**src/rtl/fp_sqrt_arbiter_if.sv**
```systemverilog
// Requester-side bus of the shared FP square-root arbiter: per-requester
// request valid/ready with packed operands and tags, one-hot response with shared result/tag.
interface fp_sqrt_arbiter_if #(
  parameter int unsigned NUM_REQ    = 4,
  parameter int unsigned TAG_W      = 6,
  parameter int unsigned DATA_WIDTH = 32
);
  logic [NUM_REQ-1:0]            req_valid;
  logic [NUM_REQ-1:0]            req_ready;
  logic [NUM_REQ*DATA_WIDTH-1:0] req_operand;
  logic [NUM_REQ*TAG_W-1:0]      req_tag;
  logic [NUM_REQ-1:0]            resp_valid;
  logic [NUM_REQ-1:0]            resp_ready;
  logic [DATA_WIDTH-1:0]         resp_result;
  logic [TAG_W-1:0]              resp_tag;

  modport master (
    output req_valid, req_operand, req_tag, resp_ready,
    input  req_ready, resp_valid, resp_result, resp_tag
  );

  modport slave (
    input  req_valid, req_operand, req_tag, resp_ready,
    output req_ready, resp_valid, resp_result, resp_tag
  );
endinterface

```
**src/rtl/fp_sqrt_arbiter.sv**
```systemverilog
// Round-robin arbiter sharing one non-pipelined FP sqrt unit among NUM_REQ requesters.
// Optional performance counters are compiled in with FP_SQRT_ARB_PERF_EN.
module fp_sqrt_arbiter #(
  parameter int unsigned NUM_REQ    = 4,
  parameter int unsigned TAG_W      = 6,
  parameter int unsigned DATA_WIDTH = 32
) (
  input  logic                  clk,
  input  logic                  rst,
  fp_sqrt_arbiter_if.slave      bus,
  output logic                  sqrt_start,
  output logic [DATA_WIDTH-1:0] sqrt_operand,
  input  logic [DATA_WIDTH-1:0] sqrt_result,
  input  logic                  sqrt_valid,
  input  logic                  sqrt_busy
`ifdef FP_SQRT_ARB_PERF_EN
  ,
  output logic [31:0]           perf_ops,
  output logic [31:0]           perf_busy_cycles,
  output logic [31:0]           perf_stall_cycles
`endif
);

  localparam int unsigned IDX_W = (NUM_REQ > 1) ? $clog2(NUM_REQ) : 1;

  typedef enum logic [1:0] {S_IDLE, S_ISSUE, S_WAIT, S_RESP} state_t;

  state_t                state;
  state_t                state_next;
  logic [IDX_W-1:0]      ptr;
  logic [IDX_W-1:0]      grant_idx;
  logic [IDX_W-1:0]      sel_idx;
  logic                  sel_found;
  logic [IDX_W:0]        cand;
  logic                  accept_c;
  logic                  resp_done_c;
  logic [NUM_REQ-1:0]    ready_c;
  logic [NUM_REQ-1:0]    resp_valid;
  logic [TAG_W-1:0]      tag_q;
  logic [DATA_WIDTH-1:0] result_q;
  logic [DATA_WIDTH-1:0] operand_arr [NUM_REQ];
  logic [TAG_W-1:0]      tag_arr     [NUM_REQ];

  for (genvar i = 0; i < NUM_REQ; i++) begin : g_unpack
    assign operand_arr[i] = bus.req_operand[i*DATA_WIDTH +: DATA_WIDTH];
    assign tag_arr[i]     = bus.req_tag[i*TAG_W +: TAG_W];
  end

  assign bus.req_ready   = ready_c;
  assign bus.resp_valid  = resp_valid;
  assign bus.resp_result = result_q;
  assign bus.resp_tag    = tag_q;

  // First valid requester at or after the pointer, wrapping modulo NUM_REQ.
  always_comb begin
    sel_found = 1'b0;
    sel_idx   = '0;
    cand      = '0;
    for (int unsigned k = 0; k < NUM_REQ; k++) begin
      cand = {1'b0, ptr} + (IDX_W+1)'(k);
      if (cand >= (IDX_W+1)'(NUM_REQ)) cand = cand - (IDX_W+1)'(NUM_REQ);
      if (!sel_found && bus.req_valid[cand[IDX_W-1:0]]) begin
        sel_found = 1'b1;
        sel_idx   = cand[IDX_W-1:0];
      end
    end
  end

  // Next state plus the combinational accept path.
  always_comb begin
    state_next  = state;
    ready_c     = '0;
    accept_c    = 1'b0;
    resp_done_c = 1'b0;
    case (state)
      S_IDLE: begin
        if (sel_found && !sqrt_busy) begin
          ready_c[sel_idx] = 1'b1;
          accept_c         = 1'b1;
          state_next       = S_ISSUE;
        end
      end
      S_ISSUE: state_next = S_WAIT;
      S_WAIT:  if (sqrt_valid) state_next = S_RESP;
      S_RESP: begin
        if (bus.resp_ready[grant_idx]) begin
          resp_done_c = 1'b1;
          state_next  = S_IDLE;
        end
      end
      default: state_next = S_IDLE;
    endcase
  end

  always_ff @(posedge clk) begin
    if (rst) begin
      state        <= S_IDLE;
      ptr          <= '0;
      grant_idx    <= '0;
      sqrt_operand <= '0;
      tag_q        <= '0;
      result_q     <= '0;
      sqrt_start   <= 1'b0;
      resp_valid   <= '0;
    end else begin
      state      <= state_next;
      sqrt_start <= (state_next == S_ISSUE);
      resp_valid <= (state_next == S_RESP) ? (NUM_REQ'(1) << grant_idx) : '0;
      if (accept_c) begin
        sqrt_operand <= operand_arr[sel_idx];
        tag_q        <= tag_arr[sel_idx];
        grant_idx    <= sel_idx;
        ptr          <= (sel_idx == IDX_W'(NUM_REQ - 1)) ? '0 : sel_idx + IDX_W'(1);
      end
      // Strobes outside WAIT are leftovers from an aborted operation.
      if (state == S_WAIT && sqrt_valid) result_q <= sqrt_result;
    end
  end

`ifdef FP_SQRT_ARB_PERF_EN
  // Saturating event counters.
  always_ff @(posedge clk) begin
    if (rst) begin
      perf_ops          <= '0;
      perf_busy_cycles  <= '0;
      perf_stall_cycles <= '0;
    end else begin
      if (resp_done_c && perf_ops != '1) perf_ops <= perf_ops + 32'd1;
      if (state != S_IDLE && perf_busy_cycles != '1)
        perf_busy_cycles <= perf_busy_cycles + 32'd1;
      if ((|bus.req_valid) && !(|ready_c) && perf_stall_cycles != '1)
        perf_stall_cycles <= perf_stall_cycles + 32'd1;
    end
  end
`endif

endmodule

```
**src/flat_wrapper.sv**
```systemverilog
// flat-port wrapper written by rule: the top's interface ports become plain ports
module fp_sqrt_arbiter_flat 
#(
  parameter int unsigned NUM_REQ    = 4,
  parameter int unsigned TAG_W      = 6,
  parameter int unsigned DATA_WIDTH = 32
)
  (clk, rst, sqrt_start, sqrt_operand, sqrt_result, sqrt_valid, sqrt_busy, bus_req_valid, bus_req_operand, bus_req_tag, bus_resp_ready, bus_req_ready, bus_resp_valid, bus_resp_result, bus_resp_tag);
  fp_sqrt_arbiter_if #(.NUM_REQ(NUM_REQ), .TAG_W(TAG_W), .DATA_WIDTH(DATA_WIDTH)) bus_i ();
  input  logic clk;
  input  logic rst;
  output logic sqrt_start;
  output logic [DATA_WIDTH-1:0] sqrt_operand;
  input  logic [DATA_WIDTH-1:0] sqrt_result;
  input  logic sqrt_valid;
  input  logic sqrt_busy;
  input wire logic [$bits(bus_i.req_valid)-1:0] bus_req_valid;
  input wire logic [$bits(bus_i.req_operand)-1:0] bus_req_operand;
  input wire logic [$bits(bus_i.req_tag)-1:0] bus_req_tag;
  input wire logic [$bits(bus_i.resp_ready)-1:0] bus_resp_ready;
  output wire logic [$bits(bus_i.req_ready)-1:0] bus_req_ready;
  output wire logic [$bits(bus_i.resp_valid)-1:0] bus_resp_valid;
  output wire logic [$bits(bus_i.resp_result)-1:0] bus_resp_result;
  output wire logic [$bits(bus_i.resp_tag)-1:0] bus_resp_tag;
  assign bus_i.req_valid = bus_req_valid;
  assign bus_i.req_operand = bus_req_operand;
  assign bus_i.req_tag = bus_req_tag;
  assign bus_i.resp_ready = bus_resp_ready;
  assign bus_req_ready = bus_i.req_ready;
  assign bus_resp_valid = bus_i.resp_valid;
  assign bus_resp_result = bus_i.resp_result;
  assign bus_resp_tag = bus_i.resp_tag;
  fp_sqrt_arbiter #(.NUM_REQ(NUM_REQ), .TAG_W(TAG_W), .DATA_WIDTH(DATA_WIDTH)) u_core (.clk(clk), .rst(rst), .bus(bus_i), .sqrt_start(sqrt_start), .sqrt_operand(sqrt_operand), .sqrt_result(sqrt_result), .sqrt_valid(sqrt_valid), .sqrt_busy(sqrt_busy));
endmodule
```
**config.mk**
```make
export PLATFORM = sky130hd
export DESIGN_NAME = fp_sqrt_arbiter_flat
export DESIGN_NICKNAME = d
export VERILOG_FILES = /design/src/rtl/fp_sqrt_arbiter_if.sv /design/src/rtl/fp_sqrt_arbiter.sv /design/src/flat_wrapper.sv
export SDC_FILE = /design/constraint.sdc
export NUM_CORES = 1
export LEC_CHECK = 0
export ABC_CLOCK_PERIOD_IN_PS = 5400
export CAP_MARGIN = 20
export CELL_PAD_IN_SITES_DETAIL_PLACEMENT = 1
export CELL_PAD_IN_SITES_GLOBAL_PLACEMENT = 2
export CORE_AREA = 3 3 143 145
export CTS_CLUSTER_DIAMETER = 80
export DETAILED_ROUTE_END_ITERATION = 10
export DIE_AREA = 0 0 146 148
export PLACE_DENSITY_LB_ADDON = 0.1
export SLEW_MARGIN = 20
export SYNTH_ARGS = -nofsm -noshare
export SYNTH_HDL_FRONTEND = slang
export SYNTH_SLANG_ARGS = --single-unit
```
**constraint.sdc**
```tcl
create_clock -name clk -period 5.4 [get_ports clk]
set_input_delay 0.54 -clock clk [delete_from_list [all_inputs] [get_ports clk]]
set_output_delay 0.54 -clock clk [all_outputs]
set_load 0.005 [all_outputs]
```
==> flow_metrics.py <==
metrics = {
    "worst_setup_path": {
        "critPathArrivalTime_ns": 3.00,
        "path_cells": "clkdlybuf4s50_1, a21o_1, a21oi_1, o22a_4, inv_1, ha_1, and2_1, clkdlybuf4s50_1",
        "crit_required_ns": 4.86,
        "cp_top_family": "buffers and inverters",
        "cp-start-kind": "primary input",
        "max_stage_delay_ns": 0.60,
        "cp-end-kind": "output port",
        "slowest_stage": "o22a_4",
        "cp_max_fo": 37,
        "path_class": "primary input to output port",
        "crit_top_cell": "clkdlybuf4s50_1",
        "crit_buf_inv": 3,
    },
    "synth": {
        "synth_nets": 617,
        "ys_seq_elements": 81,
        "synth_top_family_by_area": "multiplexers",
        "synthDistinctLibCells": 36,
        "syn-cell-area_sq_um": 3860,
        "synth-edff-count": 0,
        "syn_area_per_cell_sq_um": 9.26,
        "synth-adder-area-share_pct": 1.30,
        "yosys_warnings": 0,
        "yosys_most_used_dff": "dfxtp_1",
        "synth-compound-area-share_pct": 16.3,
        "muxShareOfSynthArea_pct": 20.3,
        "netlist_instances": 417,
        "synthArstFlopShare_pct": 0,
        "synth-simple-area-share_pct": 14.9,
        "synthXorXnorAreaFrac_pct": 0,
        "seq_area_frac_synth_pct": 42.0,
    },
    "pwr": {
        "vdd_drop_max_mv": 0.158,
        "p_total_mw": 1.85,
        "powerDensity_nw_per_um2": 258,
        "p_leak_nw": 2.55,
    },
    "final_layout": {
        "fill_cells": 2211,
        "mostFrequentLayoutCell": "clkdlybuf4s50_1",
        "nets": 876,
        "most-common-layout-cells": "274 x clkdlybuf4s50_1, 112 x nand2_1, 81 x dfxtp_1",
        "area_delta_synth_final_pct": 85.1,
        "drive_gt1_share_pct": 4.56,
    },
    "drt": {
        "drt_pass1_iterations": 4,
        "viasPerCell": 4.40,
        "ant_nets": 0,
        "vias": 4159,
        "drtIter0Drc": 97,
        "drc_errors": 0,
        "finalWirelength_microns": 17500,
        "wl_per_cell_microns": 18.5,
    },
    "floorplan": {
        "dieArea_sq_um": 21600,
        "chipHeight_microns": 148,
        "die_w_microns": 146,
        "pin_count": 275,
        "rows": 51,
        "start_util_pct": 20.0,
        "core-area_sq_um": 19300,
    },
    "clocking": {
        "cts.sinks": 81,
        "path_clk_slew_ns": 0.07,
        "numCtsBuffers": 9,
        "cts_hold_repair.buffers": 0,
        "cts_setup_buffers": 0,
        "cts_root_buf": "clkbuf_16",
        "h-tree-depth": 3,
        "cts_resized": 0,
        "cts_tree": "done",
        "clk_latency_ns": 0.34,
        "clockBufferDepth": 2,
    },
    "sta": {
        "period_share_pct": 65.5,
        "maxSlewHeadroom_pct": 45.0,
        "skew_ns": 0.00996,
        "period_needed_ns": 3.54,
        "rsz0062_at_grt": "no",
        "fin_ws_ns": 1.86,
        "hold_viol_final": 0,
        "slew_viol_final": 0,
        "timing.setup.tns_ns": 0,
        "fmax_ghz": 0.283,
        "setup_viol": 0,
        "worstMarginPinSlew_ns": 0.823,
    },
    "placement": {
        "dpl.hpwl_microns": 13300,
        "port_buffers": 274,
        "dp_worst_setup_slack_ns": 1.81,
        "gp_congestion": 0.776,
    },
    "global_route": {
        "grt_pass1_vias": 4445,
        "grt_pass1_wl_microns": 26700,
        "grt_start_max_net_pins": 45,
        "grt_antenna_before_repair": 1,
        "grt.overflow.total": 0,
        "grtUsageTotal_pct": 15.7,
    },
    "hold_path": {
        "hp-class": "flip-flop to flip-flop",
    },
    "run_status": {
        "status": "finished clean",
    },
    "run": {
        "drv_cap": 0,
    },
}
==> metrics by stage <==
step,hold slack (ns),instances,util (%),instance area (sq um)
3_5_place_dp,0.449,929,35.2,6800
4_1_cts,0.459,944,36.8,7120
6_report,0.455,946,37.0,7140
5_1_grt,0.484,946,37.0,7140
2_1_floorplan,0.453,417,-,3860
3_3_place_gp,0.442,929,35.2,6800
==> worst reg2reg max path, stage by stage, from the launching register on <==
cell and delay, ns:
dfxtp_1 0.37, a21o_1 0.18, a21oi_1 0.17, o22a_4 0.60
buf_4 0.75, mux2i_1 0.30, o221ai_1 0.15
==> cells in the mapped netlist, drive strengths merged, types with 2 or more instances <==
cell	count	share of area, %
nor2	4	0.45
clkbuf	13	1.3
dfxtp	81	42
ha	4	1.3
buf	19	3.5
nor2b	2	0.32
nor3b	2	0.39
nor3	2	0.39
mux2i	76	20
nand2	112	11
o221ai	38	8.6
a21oi	38	4.9
nand3b	2	0.71
inv	4	0.39
and2	4	0.65
nand2b	2	0.32
==> cells by family (layout without fill, tap and decap cells) <==
kind of cell               count (synthesis)  in the layout
and+or+nand+nor                          134            134
AOI/OAI and AO/OA                         85             85
DFF                                       81             81
muxes                                     77             77
buffers and inverters                     36            299
adders and majority gates                  4              4
other                                      0              1
==> power by group <==
group | total [mW] | internal [mW] | switching [mW]
clock | 0.671 | 0.405 | 0.266
sequential | 0.680 | 0.648 | 0.0312
combinational | 0.496 | 0.302 | 0.194
total | 1.85 | 1.36 | 0.491
==> sequential cells by signal (all words and copies together), names as in the netlist <==
| register | count |
|---|---|
| u_core.bus.resp_result | 32 |
| u_core.bus.resp_tag | 6 |
| u_core.bus.resp_valid | 4 |
| u_core.grant_idx | 2 |
| u_core.ptr | 2 |
| u_core.sqrt_operand | 32 |
| u_core.sqrt_start | 1 |
| u_core.state | 2 |
==> area by class of cell <==
class | count | area (sq um) | share of cell area [%]
diodes | 1 | 2.50 | 0.0350
multi-input cells | 300 | 2060 | 28.8
inverters | 4 | 15.0 | 0.210
repair buffers | 280 | 2800 | 39.2
well taps | 265 | 332 | 4.64
clock buffers | 9 | 225 | 3.15
flip-flops and latches | 81 | 1620 | 22.7
clock inverters | 6 | 92.6 | 1.30
==> path summary, 6_finish.rpt <==
kind	start	endpoint	slack (ns)	depth (start not counted)
hold / removal	u_core.bus.resp_result[29]	u_core.bus.resp_result[29]	0.46	2
setup reg to reg	u_core.ptr[1]	u_core.sqrt_operand[23]	2.72	6
setup / recovery	bus_req_valid[0]	bus_req_ready[0]	1.86	8
hold reg to reg	u_core.bus.resp_result[29]	u_core.bus.resp_result[29]	0.46	2
==> per-layer routing <==
metal	vias up	part of all wire (%)	GRT usage [%]
met4	0	1.2	3.76
li1	2005	-	-
met1	1973	42	18.2
met5	-	0	0
met3	11	9.5	6.96
met2	170	47	26.5
(Power assumes the default switching activity.)
